File: src/rtl/ov_7670_pkg.sv
// Shared types for the OV7670 session sequencer: FSM states, error codes and
// a saturating counter helper.
package ov_7670_pkg;

  typedef enum logic [2:0] {
    IDLE,
    INIT,
    WAIT_VS,
    CAPTURE,
    ERROR
  } state_t;

  typedef enum logic [1:0] {
    ERR_NONE    = 2'b00,
    ERR_INIT_TO = 2'b01,
    ERR_VS_TO   = 2'b10
  } err_t;

  localparam int DROP_CNT_W = 8;

  function automatic logic [DROP_CNT_W-1:0] sat_inc(input logic [DROP_CNT_W-1:0] v);
    return (&v) ? v : v + 1'b1;
  endfunction

endpackage

File: src/rtl/ov_7670_sync_edge.sv
// Two-flop synchroniser for an asynchronous pin followed by a registered
// one-cycle rising-edge pulse (pulse appears on the third clk after the pin rises).
module ov_7670_sync_edge (
  input  logic clk,
  input  logic reset,
  input  logic din,
  output logic rise
);

  logic [1:0] sync_reg;
  logic       prev_reg;
  logic       rise_reg;

  always_ff @(posedge clk or posedge reset) begin
    if (reset) begin
      sync_reg <= 2'b00;
      prev_reg <= 1'b0;
      rise_reg <= 1'b0;
    end else begin
      sync_reg <= {sync_reg[0], din};
      prev_reg <= sync_reg[1];
      rise_reg <= sync_reg[1] & ~prev_reg;
    end
  end

  assign rise = rise_reg;

endmodule

File: src/rtl/ov_7670_frame_ctrl.sv
// Session sequencer for the OV7670 path: starts init, aligns to VSYNC, gates
// capture per frame and ping-pongs the frame buffers with the display.
module ov_7670_frame_ctrl
  import ov_7670_pkg::*;
#(
  parameter int INIT_TIMEOUT = 50_000_000,
  parameter int VS_TIMEOUT   = 5_000_000,
  parameter int NUM_FRAMES   = 0,
  parameter int FRAME_CNT_W  = 16
) (
  input  logic                   clk,
  input  logic                   reset,
  input  logic                   cmd_start,
  input  logic                   cmd_stop,
  input  logic                   init_done,
  input  logic                   vsync_async,
  input  logic                   disp_busy,
  output logic                   init_start,
  output logic                   cap_en,
  output logic                   wr_buf,
  output logic                   rd_buf,
  output logic                   frame_ready,
  output logic                   busy,
  output logic                   error,
  output logic [1:0]             err_code,
  output logic [FRAME_CNT_W-1:0] frame_count,
  output logic [DROP_CNT_W-1:0]  drop_count
);

  localparam int MAX_TO = (INIT_TIMEOUT > VS_TIMEOUT) ? INIT_TIMEOUT : VS_TIMEOUT;
  localparam int TMR_W  = $clog2(MAX_TO + 1);
  localparam logic [TMR_W-1:0]       INIT_LOAD   = TMR_W'(INIT_TIMEOUT - 1);
  localparam logic [TMR_W-1:0]       VS_LOAD     = TMR_W'(VS_TIMEOUT - 1);
  localparam logic [FRAME_CNT_W-1:0] FRAME_LIMIT = FRAME_CNT_W'(NUM_FRAMES);

  state_t                 state_reg;
  err_t                   err_reg;
  logic [TMR_W-1:0]       tmr_reg;
  logic [FRAME_CNT_W-1:0] frame_cnt_reg;
  logic [DROP_CNT_W-1:0]  drop_cnt_reg;
  logic                   stop_pend_reg;
  logic                   wr_buf_reg;
  logic                   cap_en_reg;
  logic                   init_start_reg;
  logic                   frame_ready_reg;
  logic                   busy_reg;
  logic                   error_reg;

  logic                   vs_rise;
  logic [FRAME_CNT_W-1:0] frame_cnt_inc;
  logic                   last_frame;

  ov_7670_sync_edge u_vs_sync (
    .clk   (clk),
    .reset (reset),
    .din   (vsync_async),
    .rise  (vs_rise)
  );

  assign frame_cnt_inc = frame_cnt_reg + 1'b1;
  assign last_frame    = (NUM_FRAMES != 0) && (frame_cnt_inc == FRAME_LIMIT);

  // One shared down-counter serves as init timer in INIT and VSYNC watchdog after.
  always_ff @(posedge clk or posedge reset) begin
    if (reset) begin
      state_reg       <= IDLE;
      err_reg         <= ERR_NONE;
      tmr_reg         <= '0;
      frame_cnt_reg   <= '0;
      drop_cnt_reg    <= '0;
      stop_pend_reg   <= 1'b0;
      wr_buf_reg      <= 1'b0;
      cap_en_reg      <= 1'b0;
      init_start_reg  <= 1'b0;
      frame_ready_reg <= 1'b0;
      busy_reg        <= 1'b0;
      error_reg       <= 1'b0;
    end else begin
      init_start_reg  <= 1'b0;
      frame_ready_reg <= 1'b0;
      cap_en_reg      <= (state_reg == CAPTURE);
      case (state_reg)
        IDLE, ERROR: begin
          // In ERROR a stop request is ignored, so start+stop still restarts.
          if (cmd_start && (state_reg == ERROR || !cmd_stop)) begin
            state_reg      <= INIT;
            busy_reg       <= 1'b1;
            error_reg      <= 1'b0;
            err_reg        <= ERR_NONE;
            init_start_reg <= 1'b1;
            tmr_reg        <= INIT_LOAD;
            frame_cnt_reg  <= '0;
            drop_cnt_reg   <= '0;
            stop_pend_reg  <= 1'b0;
          end
        end
        INIT: begin
          if (cmd_stop) begin
            state_reg <= IDLE;
            busy_reg  <= 1'b0;
          end else if (init_done) begin
            state_reg <= WAIT_VS;
            tmr_reg   <= VS_LOAD;
          end else if (tmr_reg == '0) begin
            state_reg <= ERROR;
            busy_reg  <= 1'b0;
            error_reg <= 1'b1;
            err_reg   <= ERR_INIT_TO;
          end else begin
            tmr_reg <= tmr_reg - 1'b1;
          end
        end
        WAIT_VS: begin
          if (cmd_stop) begin
            state_reg <= IDLE;
            busy_reg  <= 1'b0;
          end else if (vs_rise) begin
            state_reg <= CAPTURE;
            tmr_reg   <= VS_LOAD;
          end else if (tmr_reg == '0) begin
            state_reg <= ERROR;
            busy_reg  <= 1'b0;
            error_reg <= 1'b1;
            err_reg   <= ERR_VS_TO;
          end else begin
            tmr_reg <= tmr_reg - 1'b1;
          end
        end
        CAPTURE: begin
          if (cmd_stop) stop_pend_reg <= 1'b1;
          if (vs_rise) begin
            // The frame closing at this edge is always counted, even when leaving.
            tmr_reg       <= VS_LOAD;
            frame_cnt_reg <= frame_cnt_inc;
            if (!disp_busy) begin
              wr_buf_reg      <= ~wr_buf_reg;
              frame_ready_reg <= 1'b1;
            end else begin
              drop_cnt_reg <= sat_inc(drop_cnt_reg);
            end
            if (stop_pend_reg || cmd_stop || last_frame) begin
              state_reg     <= IDLE;
              busy_reg      <= 1'b0;
              stop_pend_reg <= 1'b0;
            end
          end else if (tmr_reg == '0) begin
            state_reg     <= ERROR;
            busy_reg      <= 1'b0;
            error_reg     <= 1'b1;
            err_reg       <= ERR_VS_TO;
            stop_pend_reg <= 1'b0;
          end else begin
            tmr_reg <= tmr_reg - 1'b1;
          end
        end
        default: state_reg <= IDLE;
      endcase
    end
  end

  assign init_start  = init_start_reg;
  assign cap_en      = cap_en_reg;
  assign wr_buf      = wr_buf_reg;
  assign rd_buf      = ~wr_buf_reg;
  assign frame_ready = frame_ready_reg;
  assign busy        = busy_reg;
  assign error       = error_reg;
  assign err_code    = err_reg;
  assign frame_count = frame_cnt_reg;
  assign drop_count  = drop_cnt_reg;

endmodule

File: config.mk
export PLATFORM = sky130hd
export DESIGN_NAME = ov_7670_frame_ctrl
export DESIGN_NICKNAME = d
export VERILOG_FILES = /design/src/rtl/ov_7670_pkg.sv /design/src/rtl/ov_7670_sync_edge.sv /design/src/rtl/ov_7670_frame_ctrl.sv
export SDC_FILE = /design/constraint.sdc
export NUM_CORES = 1
export LEC_CHECK = 0
export ABC_CLOCK_PERIOD_IN_PS = 5440
export CAP_MARGIN = 25
export CORE_MARGIN = 2
export CORE_UTILIZATION = 55
export DETAILED_ROUTE_END_ITERATION = 10
export GPL_ROUTABILITY_DRIVEN = 0
export HOLD_SLACK_MARGIN = 0.12
export PLACE_DENSITY = 0.75
export REMOVE_ABC_BUFFERS = 1
export SYNTH_ARGS = -nofsm -noshare
export SYNTH_HDL_FRONTEND = slang
export SYNTH_SLANG_ARGS = --single-unit
File: constraint.sdc
create_clock -name clk -period 5.44 [get_ports clk]
set_input_delay 1.088 -clock clk [delete_from_list [all_inputs] [get_ports clk]]
set_output_delay 1.088 -clock clk [all_outputs]
set_load 0.05 [all_outputs]
Word level (Yosys, flattened, before mapping)
Cells that the tools add are included.

storage, ports and cells
  register bits = 66
  input bits = 7

cells by class
  bitwise operators = 4
  mux-type cells = 58
  eq/ne operators = 15
  add/subtract/negate cells = 3
  reductions and logical operators = 19

operator list
  cell                   number
  $mux 26                6
  $pmux 26 s4            1
  $mux 16                2
  $mux 8                 4
  $pmux 16 s2            1
  $logic_not 26->1       1
  $sub 26x1->26 const B  1
  $mux 3                 8
  $mux 1                 23
  $add 16x1->16 const B  1
  $pmux 8 s2             1
  $reduce_and 5->1       3
  $mux 2                 7
  $ne 2x2->1 const B     7
  $pmux 3 s4             1
  $ne 3x3->1 const B     3
  $add 8x1->8 const B    1
  $pmux 1 s4             2
  $pmux 2 s4             1
  $reduce_and 8->1       1
  $eq 3x2->1 const B     2
  $reduce_and 3->1       2
  $reduce_and 6->1       1
  $reduce_and 2->1       2
  14 further kinds       17

Depth between registers and ports, before layout
  depth in word-level cells = 5
  mapped depth = 9
  depth with buffers taken out = 8

Hierarchy
Synthesis repeated with hierarchy kept, for this count alone.

unflattened totals
  cells, all modules = 369
  area, all modules = 3628.5 sq um

modules (own cells, without submodules)
  module              area an instance (sq um)  cells each  seq. area each (sq um)  times used
  ov_7670_frame_ctrl  3510.9                    363         1551.5                  1
  ov_7670_sync_edge   117.6                     6           100.1                   1

Least setup slack after synthesis
Ideal clock, no wire load.

  path type = in2reg
  start = in init_done
  end = reg tmr_reg[4]
  setup time = 0.121 ns
  path slack = 3.102 ns
  arrival time = 2.217 ns
  stages on the path = 7
  required time = 5.319 ns
  cell sequence = nor2_1 > a21oi_1 > or2_2 > clkbuf_1 > nor2_1 > nand2_1 > o22a_1

on the way
  word-level cells in the longest chain between the ends = 3

ends and longest elaborated chain
  what                  line                       source
  from (decl)           ov_7670_frame_ctrl.sv:15   input logic init_done,
  $mux 26               ov_7670_frame_ctrl.sv:101  end else if (init_done) begin
  $mux 26               ov_7670_frame_ctrl.sv:98   if (cmd_stop) begin
  $pmux 26 s4           ov_7670_frame_ctrl.sv:82   case (state_reg)
  to (signal assigned)  ov_7670_frame_ctrl.sv:110  tmr_reg <= tmr_reg - 1'b1;
  to (signal assigned)  ov_7670_frame_ctrl.sv:126  tmr_reg <= tmr_reg - 1'b1;
  to (signal assigned)  ov_7670_frame_ctrl.sv:153  tmr_reg <= tmr_reg - 1'b1;
  to (decl)             ov_7670_frame_ctrl.sv:38   logic [TMR_W-1:0] tmr_reg;

No other way between the ends. The select of a mux whose other input is x is not followed.
A chain may end at the register's enable or synchronous reset.

Worst setup path in the final report
  start = reg tmr_reg[15]
  end = reg tmr_reg[3]

on the way
  word-level cells in the longest chain between the ends = 5

ends and longest elaborated chain
  what                                            line
  $logic_not 26->1 (*)                            ov_7670_frame_ctrl.sv:104, ov_7670_frame_ctrl.sv:120, ov_7670_frame_ctrl.sv:146
  $mux 26 (*)                                     -
  $mux 26, on equally long branches (2 in a row)  -
  $pmux 26 s4 (*)                                 -

Every way passes the cells marked *; elsewhere a longest branch is shown, timed or not. The select of a mux whose other input is x is not followed.

==> results.md <==
- Max Cap Viol: 0
- Hold Path Sink: u_vs_sync.sync_reg[1]
- Worst hold path cell count: 0
- Ports: 40
- Hold slack: 0.3532 ns
- P_leak: 1.755 nW
- Ys async rst share: 100.0%
- Site Rows: 29
- Final-stage net count: 446
- Clk slew on worst S/H paths: 0.07 ns
- Largest register FFs: 26
- Die width: 84.47 µm
- First-pass GRT wire length: 14.21 mm
- Antenna diodes: 0
- Post-synthesis sequential area ratio: 46.38%
- CTS sink cnt: 66
- Status: finished clean
- Cells after DPL: 501
- Synth Register Bits: 66
- Met1 usage: 33.20%
- Syn_area_per_cell: 8.925 µm²
- Worst Setup End Kind: flop
- Reg2reg path depth: 6
- Gr ovfl total: 0
- Grt met2 use: 41.05%
- Setup violators final: 0
- Largest net degree at the start of global routing: 67
- CTS resizes: 0
- Cells after Synth: 399
- CTS tree: built
- Crit path kind: reg -> reg
- RR Startpoint: tmr_reg[15]
- PD cells: 334.8 nW/µm²
- CP Data Arrival Time: 3.02 ns
- Vias/cell: 6.130
- Initial drt markers: 230
- Setup crit start kind: flop
- Peak VDD IR: 0.1957 mV
- Root buffer cell: clkbuf_8
- Final period util: 51.88%
- Most common cell in the netlist: dfrtp_1
- Postcts setup bufs: 0
- Fin cells: 517
- DRC errors left: 0
- Initial antenna violation count: 0
- Initial core utilization: 56.40%
- Htree depth: 3
- Pre-CTS setup slack: 2.269 ns
- Critical path's largest stage delay: 0.73 ns
- Cts bufs inserted: 9
- Core Footprint: 6314 µm²
- Clock tree buffer depth: 2
- Worst-margin pin slew: 0.8180 ns
- CP required: 5.64 ns
- HPWL Detailed: 5.696 mm
- DR pass1 iterations: 6
- Cell Area, Synth: 3561 µm²
- Post-synth top area cell: dfrtp_1
- Number of global-route vias before repair: 2,928
- Die Y: 84.47 µm
- Rel. slew slack: 45.46%
- Clk_lat worst skew: 0.35 ns
- Tot GR Track Use: 24.79%
- Post-synth EDFFs: 0
- Final Max Tran Viols: 0
- RSZ-0062 raised after global routing: no
- Top area cells in the synthesized netlist: dfrtp_1 46%, nor2_1 5.7%, a21oi_1 4.2%, o21ai_0 3.9%, nor3_1 3.5%
- Detailed-route via count: 3,169
- Final WS setup: 2.618 ns
- Die area: 7134 µm²
- Synth top area share: 46.38%
- Avg WL per Cell: 16.44 µm
- M3 GR Usage: 3.933%
- Source of the worst hold timing path: u_vs_sync.sync_reg[0]
- Total Wirelength: 8.501 mm
- Number of warnings issued by yosys: 0
- CP max stage cell: or4_1
- Most used routing layer: met2
- Post-synth top flop: dfrtp_1
- Reg2reg end: tmr_reg[3]
- Clock Skew: 0.008277 ns
- CP Buf/Inv Count: 0
- Hold Crit Class: reg -> reg
- Post-layout min period: 2.822 ns
- CP Cell Sequence: or4_1, nor4b_1, and3_1, nor4_1, o21ai_0, a22oi_1
- Worst R2R Setup Slack: 2.62 ns
- Commonest cells in the synthesized netlist: 66 x dfrtp_1, 54 x nor2_1, 32 x nand2_1
- Buffers added on ports: 39
- Share of layout cells above drive strength 1: 7.727%
- TNS Setup: 0 ns
- CP delay by family, top: simple AND/OR/NAND/NOR gates
- Max frequency: 354.3 MHz
- Cts hold-fix bufs: 0
- Pwr Total: 0.001427 W
- Post-synth cell types: 53
- Final hold violations: 0
- DRT antenna net count: 0
- P&R area growth vs syn: 19.71%
- Largest fanout on the critical path: 19
## cells in the final DEF, fill, tap and decap left out, types with 2 or more instances in the layout
cell type         n
xnor2_1          10
a21o_1            6
nor3_1           25
o31ai_1           5
o21ai_0          28
nand3b_1          2
a22o_1            3
dfrtp_1          66
nor4_1            9
a22oi_1           2
nor2b_1           2
nor2_1           54
a211o_1           2
clkbuf_8          9
or3_1             3
o21ai_1           3
ha_1              4
bufinv_16         4
nand4_1           7
a31o_2            2
a21oi_1          30
inv_1             9
clkdlybuf4s50_1  39
xor2_1           10
nand2_1          32
nor4b_4           2
or4_1             6
buf_4             3
a31oi_1          10
nand2b_1          4
or2_2             2
and3_1            8
nand3_1          14
o22a_1            2
## metal layers
metal | vias to the layer above | share of wire [%]
li1 | 1523 | -
met4 | 0 | 2.0
met5 | - | 0
met1 | 1507 | 44
met3 | 17 | 5.6
met2 | 122 | 48
## through the flow
stage               cell area [µm²]  utilization [%]
detailed placement             3998            63.32
global route                   4263            67.52
CTS                            4263            67.52
floorplan                      3488                -
finish                         4263            67.52
global placement               3998            63.32
## kinds of logic (layout without fill, tap and decap cells)
family / count (synthesis) / count (layout) / synth area share (%)
AND/OR/NAND/NOR: 179 / 179 / 26.35
multiplexers: 1 / 1 / 0.3162
XOR/XNOR: 20 / 20 / 4.919
AO/OA/AOI/OAI: 102 / 102 / 17.53
adder cells (fa/ha/maj): 4 / 4 / 1.406
buffers and inverters: 27 / 68 / 3.092
flip-flops: 66 / 66 / 46.38
## cell type report
class                   instances  area (µm²)
inverters                      10       37.54
fillers                       516        2051
multi-input cells             306        1799
clock buffers                   9       123.9
clock inverters                 7       141.4
well taps                      77       96.34
repair buffers                 42       412.9
flip-flops and latches         66        1652
## how the worst max path moves through the flow
stage / slack [ns] / endpoint / from / depth (start not counted)
after CTS: 2.63 / tmr_reg[4] / cmd_stop / 7
after global routing: 2.39 / tmr_reg[3] / tmr_reg[15] / 6
after detailed placement: 2.27 / stop_pend_reg / cmd_stop / 8
after floorplan: 2.57 / stop_pend_reg / cmd_stop / 6
after global placement: 2.33 / tmr_reg[4] / init_done / 7
final: 2.62 / tmr_reg[3] / tmr_reg[15] / 6
## report_power, final
| part | internal [W] | leakage, nW | total, W | switching [W] |
|---|---|---|---|---|
| Clock | 0.000351 | 0.129 | 0.000550 | 0.000199 |
| Combinational | 0.0000974 | 0.797 | 0.000261 | 0.000164 |
| Sequential | 0.000545 | 0.829 | 0.000616 | 0.0000706 |
| Total | 0.000993 | 1.75 | 0.00143 | 0.000434 |
(Power assumes the default switching activity.)
